$ cat src/rtl/bit_matrix_framer.sv
// bit_matrix_framer: renders BCD digit bits into a packed per-LED colour frame.
// Inputs are snapshotted on a render request, one LED is scaled and written to a
// shadow buffer per cycle, and the finished frame is committed in a single cycle.
module bit_matrix_framer #(
    parameter int unsigned NUM_LEDS = 16
) (
    input  logic                    hwclk,
    input  logic                    reset,
    input  logic                    update,
    input  logic [NUM_LEDS-1:0]     digits,
    input  logic [23:0]             on_colour,
    input  logic [23:0]             off_colour,
    input  logic [7:0]              brightness,
    output logic [24*NUM_LEDS-1:0]  packed_rgb_data,
    output logic                    busy,
    output logic                    frame_valid
);

    localparam int unsigned IdxW = (NUM_LEDS > 1) ? $clog2(NUM_LEDS) : 1;
    localparam logic [IdxW-1:0] LastIdx = IdxW'(NUM_LEDS - 1);

    typedef enum logic [1:0] {StIdle, StRender, StCommit} state_e;

    state_e                  state_q, state_d;
    logic [IdxW-1:0]         idx_q, idx_d;
    logic                    pending_q, pending_d;
    logic                    snap_en, shadow_we, commit;

    logic [NUM_LEDS-1:0]     digits_q;
    logic [23:0]             on_q, off_q;
    logic [7:0]              bright_q;
    logic [24*NUM_LEDS-1:0]  shadow_q;
    logic [24*NUM_LEDS-1:0]  frame_q;
    logic                    frame_valid_q;

    logic [23:0]             pixel_raw;
    logic [23:0]             pixel_scaled;

    // (ch * (brightness + 1)) >> 8 in 17 bits; 255 is a pass-through, 0 blanks.
    function automatic logic [7:0] scale(input logic [7:0] ch, input logic [7:0] br);
        logic [16:0] prod;
        prod = {9'd0, ch} * ({9'd0, br} + 17'd1);
        return 8'(prod >> 8);
    endfunction

    // Colour of the LED currently being rendered, each byte scaled independently.
    always_comb begin
        pixel_raw    = digits_q[idx_q] ? on_q : off_q;
        pixel_scaled = {scale(pixel_raw[23:16], bright_q),
                        scale(pixel_raw[15:8],  bright_q),
                        scale(pixel_raw[7:0],   bright_q)};
    end

    // Next-state and control decode.
    always_comb begin
        state_d   = state_q;
        idx_d     = idx_q;
        pending_d = pending_q;
        snap_en   = 1'b0;
        shadow_we = 1'b0;
        commit    = 1'b0;
        unique case (state_q)
            StIdle: begin
                if (update) begin
                    snap_en = 1'b1;
                    idx_d   = '0;
                    state_d = StRender;
                end
            end
            StRender: begin
                shadow_we = 1'b1;
                idx_d     = idx_q + 1'b1;
                // Any number of requests mid-render collapse into one follow-up.
                if (update) begin
                    pending_d = 1'b1;
                end
                if (idx_q == LastIdx) begin
                    idx_d   = '0;
                    state_d = StCommit;
                end
            end
            StCommit: begin
                commit = 1'b1;
                if (pending_q || update) begin
                    snap_en   = 1'b1;
                    pending_d = 1'b0;
                    idx_d     = '0;
                    state_d   = StRender;
                end else begin
                    state_d = StIdle;
                end
            end
            default: begin
                state_d = StIdle;
            end
        endcase
    end

    // FSM state, LED index and pending-request flag.
    always_ff @(posedge hwclk) begin
        if (reset) begin
            state_q   <= StIdle;
            idx_q     <= '0;
            pending_q <= 1'b0;
        end else begin
            state_q   <= state_d;
            idx_q     <= idx_d;
            pending_q <= pending_d;
        end
    end

    // Snapshot, shadow buffer and committed frame.
    always_ff @(posedge hwclk) begin
        if (reset) begin
            digits_q      <= '0;
            on_q          <= '0;
            off_q         <= '0;
            bright_q      <= '0;
            shadow_q      <= '0;
            frame_q       <= '0;
            frame_valid_q <= 1'b0;
        end else begin
            if (snap_en) begin
                digits_q <= digits;
                on_q     <= on_colour;
                off_q    <= off_colour;
                bright_q <= brightness;
            end
            if (shadow_we) begin
                shadow_q[24*idx_q +: 24] <= pixel_scaled;
            end
            if (commit) begin
                frame_q <= shadow_q;
            end
            frame_valid_q <= commit;
        end
    end

    assign packed_rgb_data = frame_q;
    assign frame_valid     = frame_valid_q;
    assign busy            = (state_q != StIdle);

endmodule

$ cat config.mk
export PLATFORM = sky130hd
export DESIGN_NAME = bit_matrix_framer
export DESIGN_NICKNAME = d
export VERILOG_FILES = /design/src/rtl/bit_matrix_framer.sv
export SDC_FILE = /design/constraint.sdc
export NUM_CORES = 2
export LEC_CHECK = 0
export ABC_AREA = 0
export BUFFER_PORTS_ARGS = -buffer_cell sky130_fd_sc_hd__buf_2
export CORE_AREA = 3 3 257 259
export CTS_BUF_LIST = sky130_fd_sc_hd__clkbuf_4
export CTS_CLUSTER_DIAMETER = 120
export DETAILED_ROUTE_END_ITERATION = 12
export DIE_AREA = 0 0 260 262
export PLACE_DENSITY_LB_ADDON = 0.3
export SLEW_MARGIN = 20
export SYNTH_ARGS = -nofsm -noshare
export SYNTH_HDL_FRONTEND = slang
export SYNTH_SLANG_ARGS = --single-unit
$ cat constraint.sdc
create_clock -name hwclk -period 8.18 [get_ports hwclk]
set_input_delay 1.636 -clock hwclk [delete_from_list [all_inputs] [get_ports hwclk]]
set_output_delay 1.636 -clock hwclk [all_outputs]
set_load 0.005 [all_outputs]
; ---- Word-level counts from Yosys, hierarchy flattened
; Cells that the tools add are included.
[totals]
register_bits = 848
latchBits = 0
ram_bits = 0
rom_bits = 0
in_bits = 75
output_inout_bits = 386
elab_cells = 55
n_memories = 0
[op_classes]
add_sub_neg = 3
multipliers = 4
div_mod_pow = 0
magnitude_cmp = 1
eq_ne = 7
shift = 2
mux = 20
bitwise_logic = 0
reduce_logical = 8
[op_table]
columns = cell, n
row1 = $bwmux W384, 1
row2 = $shift A24 B34 Y384 const A, 1
row3 = $shiftx A24 B34 Y384, 1
row4 = $mul A8 B17 Y16, 2
row5 = $neg A9 Y34, 1
row6 = $mux W24, 1
row7 = $mul A8 B9 Y16, 1
row8 = $mux W4, 3
row9 = $pmux W4 S3, 1
row10 = $add A8 B1 Y9 const B, 1
row11 = $mux W1, 8
row12 = $ne A2 B2 Y1 const B, 4
row13 = $mul A2 B4 Y6 const A, 1
row14 = $pmux W2 S3, 1
row15 = $reduce_and A3 Y1, 2
row16 = $lt A4 B5 Y1 const B, 1
row17 = $add A4 B1 Y4 const B, 1
row18 = $bmux W1 S4, 1
row19 = $eq A4 B4 Y1 const B, 1
row20 = $mux W2, 2
row21 = $pmux W1 S2, 2
row22 = $reduce_bool A2 Y1, 2
row23 = $reduce_bool A3 Y1, 1
row24 = $eq A2 B1 Y1 const B, 1
row25 = other kinds (4), 4

; ---- Longest topological paths before layout
[logic_depth]
depth_word = 6
mapped_depth = 30
mapped_depth_nobuf = 25

; ---- Least setup slack after synthesis
; No wires, ideal clock.
[synth_timing]
path_type = register -> register
start = register idx_q[0]
end = register shadow_q[127]
setup_time_ns = 0.128
t_arrival_ns = 6.602
required_ns = 8.052
slack_ns = 1.450
path_stages_with_launch = 28
n_path_buf = 3
synth_period_minus_slack_ns = 6.730
path_cell_list = dfxtp_1 > buf_4 > and2_1 > a22oi_2 > a21oi_2 > nor2_1 > clkbuf_1 > mux2_2 > nand2_1 > fa_1 > fa_1 > inv_1 > fa_1 > inv_1 > fa_1 > inv_1 > ha_1 > and2_1 > or4_1 > a31oi_1 > o2111ai_1 > nand2_1 > o31ai_1 > xnor2_1 > o22ai_1 > a21oi_1 > clkbuf_1 > o21ai_0
[synth_via]
elab_chain_cells = 6
word_cells_on_any_way = 11
classes_between = add/sub: 1 / mul: 4 / shift: 2 / mux: 4
[synth_lines]
columns = element, line_no
row1 = "start, declared", 25  ; logic [IdxW-1:0] idx_q, idx_d;
row2 = "start signal, assigned", 107  ; idx_q <= idx_d;
row3 = $bmux W1 S4, 48  ; pixel_raw = digits_q[idx_q] ? on_q : off_q;
row4 = $mux W1 (not written as such), 48
row5 = $mux W24, 48
row6 = $mul A8 B17 Y16 / $mul A8 B9 Y16 (equally long branches), 42  ; prod = {9'd0, ch} * ({9'd0, br} + 17'd1);
row7 = $shiftx A24 B34 Y384, 130  ; shadow_q[24*idx_q +: 24] <= pixel_scaled;
row8 = $bwmux W384 (*), 130
row9 = "end signal, assigned by index", 130
row10 = "end, declared", 32  ; logic [24*NUM_LEDS-1:0] shadow_q;
; Every way passes the cells marked *; elsewhere a longest branch is shown, timed or not. The select of a mux whose other input is x is not followed.
; A chain may end at the register's enable or synchronous reset.

; ---- Final worst setup path
[layout_timing]
start = register idx_q[2]
end = register shadow_q[359]
; Same word-level chain as after synthesis.

==> summary.md <==
| Metric | Value |
|---|---|
| Io pins | 461 |
| Synthesized instance count | ~4700 |
| Yosys reg bits | around 850 |
| Initial antenna violation count | 2 |
| CP cell instances | mux2i_1, a22oi_2, a21oi_4, nor2_2, buf_4, mux2_2, and2_1, fa_1, fa_1, fa_1, inv_1, fa_1, inv_1, ha_1, a21o_1, a21oi_1, o21bai_1, a21oi_1, nor2b_1, a311oi_1, xnor2_1, inv_2, a21oi_4, a211oi_1 |
| Post-synth EDFFs | 0 |
| Post-route clock period utilization | 0.9629 |
| Post-CTS Setup Inserts | 0 |
| Layout cell share with drive strength beyond 1 | 0.1876 |
| Async set-reset flop share out of synthesis | 0 |
| Initial Utilization | 0.5974 |
| Clock tree from TritonCTS | done |
| Type of origin of the critical path | register |
| DP Area | roughly 0.041 mm2 |
| Max Slew Vio Count | 0 |
| Vias in the first global route | roughly 33000 |
| DIE WIDTH | between 200 and 300 um |
| Post-DP HPWL | slightly below 90000 um |
| Slowest cell on the critical path | dfxtp_1 |
| Drt wl/cell | roughly 21 um |
| Final worst slack | slightly above 0.3 ns |
| Reg-to-reg slack, setup | approximately 0.3 ns |
| Critical path class | register to register |
| Pre-antenna DRT Iters | 6 |
| Final core utilization | 0.6843 |
| GR Overflow Total | 0 |
| Total power per unit cell area | slightly below 200 mW/mm2 |
| Core Box Area | ~0.064 mm2 |
| Hold_ws | between 0.4 and 0.5 ns |
| Num rows | 93 |
| Max-slew headroom | 0.1792 |
| Leakage | about 18 nW |
| Global placement routability congestion | between 1 and 1.5 |
| Num CTS Buffers | around 200 |
| Most common cell after layout, fill and taps aside | nand2_1 |
| Final WL | about 130000 um |
| Hold Crit Class | register to register |
| H-tree depth | 4 |
| Fin cells | between 6000 and 7000 |
| CP required | ~9 ns |
| RSZ-0062 raised after global routing | no |
| Nets | roughly 5400 |
| Cell area after layout | between 0.04 and 0.05 mm2 |
| Later-pin clock latency in the skew report | around 1.1 ns |
| Post-synthesis cell area | about 0.038 mm2 |
| Number of routed nets with antenna violations | 0 |
| Setup TNS | 0 ns |
| Critical path's largest stage delay | around 0.7 ns |
| Multi-input gate area | approximately 0.02 mm2 |
| Vias per inst | slightly below 6 |
| Max Root-Sink Buffers | 3 |
| Ys flop type | dfxtp_1 |
| Worst EP arrival | 8.74 ns |
| GRT Total Usage | 0.3570 |
| Largest net degree at the start of global routing | roughly 220 |
| CP delay by family, top | adder cells |
| Fillers | 5400 |
| Clk slew on worst S/H paths | 0.09 ns |
| Area Overhead vs Synth | 14.55% |
| Worst VDD drop | ~0.14 mV |
| Hold-fix buffers, CTS | 0 |
| Hold Vio Cnt, Final | 0 |
| Crit end category | register |
| CP Buf/Inv Count | 4 |
| Worst slew pin tran | around 1.2 ns |
| Clock skew | between 0.09 and 0.1 ns |
| Commonest cells after routing, fill and taps aside | nand2_1, dfxtp_1, a21oi_1 |
| Fin crit period | between 7 and 8 ns |
| Chip height | 262 um |
| CP max FO | 16 |
| Sequential area share after synthesis | 0.4432 |
| Die area | between 0.06 and 0.07 mm2 |
| Final setup fails | 0 |
| Syn nets | roughly 5000 |
| First-pass GRT wire length | 188900 um |
| Status | complete, no violations |
| Number of remaining DRC errors | 0 |
| Synth warn | 0 |
| Synth cell types | ~100 |
| Root Buffer | clkbuf_4 |
| Clk sink count | approximately 850 |
| Synth Area per Inst | between 8 and 9 um2 |
| Post-CTS sizing | 0 |
| Cell mode on critical path | fa_1 |
| Via count | 35924 |
| DRT iter0 DRCs | between 4000 and 5000 |
| Max-Cap Viols | 0 |
| Area occupied by registers | 0.01698 mm2 |
| Dpl ws | around 0.26 ns |
| Fmax | 127.0 MHz |
| Port bufs | between 400 and 500 |
| Tot Pwr | between 8 and 9 mW |
| Dpl cells | 5782 |
report_power, final:
| part | switching, mW | internal [mW] |
|---|---|---|
| Combinational | 0.618 | 0.231 |
| Clock | 1.70 | 1.70 |
| Sequential | 0.0281 | 4.16 |
tightest hold or removal path, cell delays in order (launching register included):
cell and delay [ns]:
dfxtp_1 0.31, nand2_1 0.06, a21oi_1 0.05
logic make-up (layout without fill, tap and decap cells):
logic type                 count (synthesis)  after routing  share of synthesized area
and+or+nand+nor                         1769           1769                     0.1876
AOI/OAI and AO/OA                       1229           1229                     0.1899
DFF                                      848            848                     0.4432
buffers and inverters                    492           1079                    0.04998
adders and majority gates                228            228                    0.09819
muxes                                     71             71                    0.01947
xor gates and xnor gates                  47             47                    0.01173
other                                      0              2                          0
state kept, by name, indices dropped and copies added (netlist names):
register	cells
pending_q	1
shadow_q	384
on_q	24
off_q	24
frame_valid	1
state_q	2
idx_q	4
digits_q	16
bright_q	8
packed_rgb_data	384
path summary, 6_finish.rpt:
| path | start | end | depth (start not counted) |
|---|---|---|---|
| setup / recovery | idx_q[2] | shadow_q[359] | 24 |
| hold / removal | shadow_q[10] | packed_rgb_data[10] | 2 |
| setup reg to reg | idx_q[2] | shadow_q[359] | 24 |
| hold reg to reg | shadow_q[10] | packed_rgb_data[10] | 2 |
area by class of cell:
type	count	area share
Timing Repair Buffer	547	0.06844
Multi-Input combinational cell	3344	0.4467
Antenna cell	2	0.0001141
Sequential cell	848	0.3869
Clock buffer	289	0.04945
Inverter	188	0.01614
Clock inverter	55	0.007870
Tap cell	855	0.02438
layer usage:
layer,track usage,share of wire,vias to the layer above
met2,0.5566,0.45,1864
met3,0.07401,0.086,372
met4,0.2068,0.061,0
li1,-,-,16714
met1,0.4618,0.40,16974
met5,0,0,-
synthesized netlist by cell type (all sizes together), types with 4 or more instances:
master	count	area (um2)
a211oi	82	648.1
a21o	17	128.9
a21oi	659	3351
a221oi	12	117.6
a22o	27	236.5
a22oi	18	168.9
a311oi	4	52.56
a31oi	32	227.7
a32oi	6	52.55
and2	38	240.2
and3	12	75.07
and4	4	35.03
buf	66	314.0
clkbuf	238	894.6
dfxtp	848	16980
fa	121	2422
ha	107	1339
inv	187	701.9
mux2	22	247.7
mux2i	49	498.0
nand2	1232	4627
nand2b	16	100.1
nand3	40	210.2
nand4	9	56.30
nand4b	4	35.03
nor2	295	1115
nor2b	17	106.4
nor3	71	375.4
nor4	6	37.54
o211ai	6	45.04
o21a	5	37.54
o21ai	269	1350
o21bai	5	41.29
o221a	4	45.04
o221ai	14	141.4
o22ai	32	206.5
o31ai	7	52.55
or2	10	62.56
or3	6	37.54
xnor2	35	344.1
xor2	12	105.1
Power figures use the tool's default switching activity.
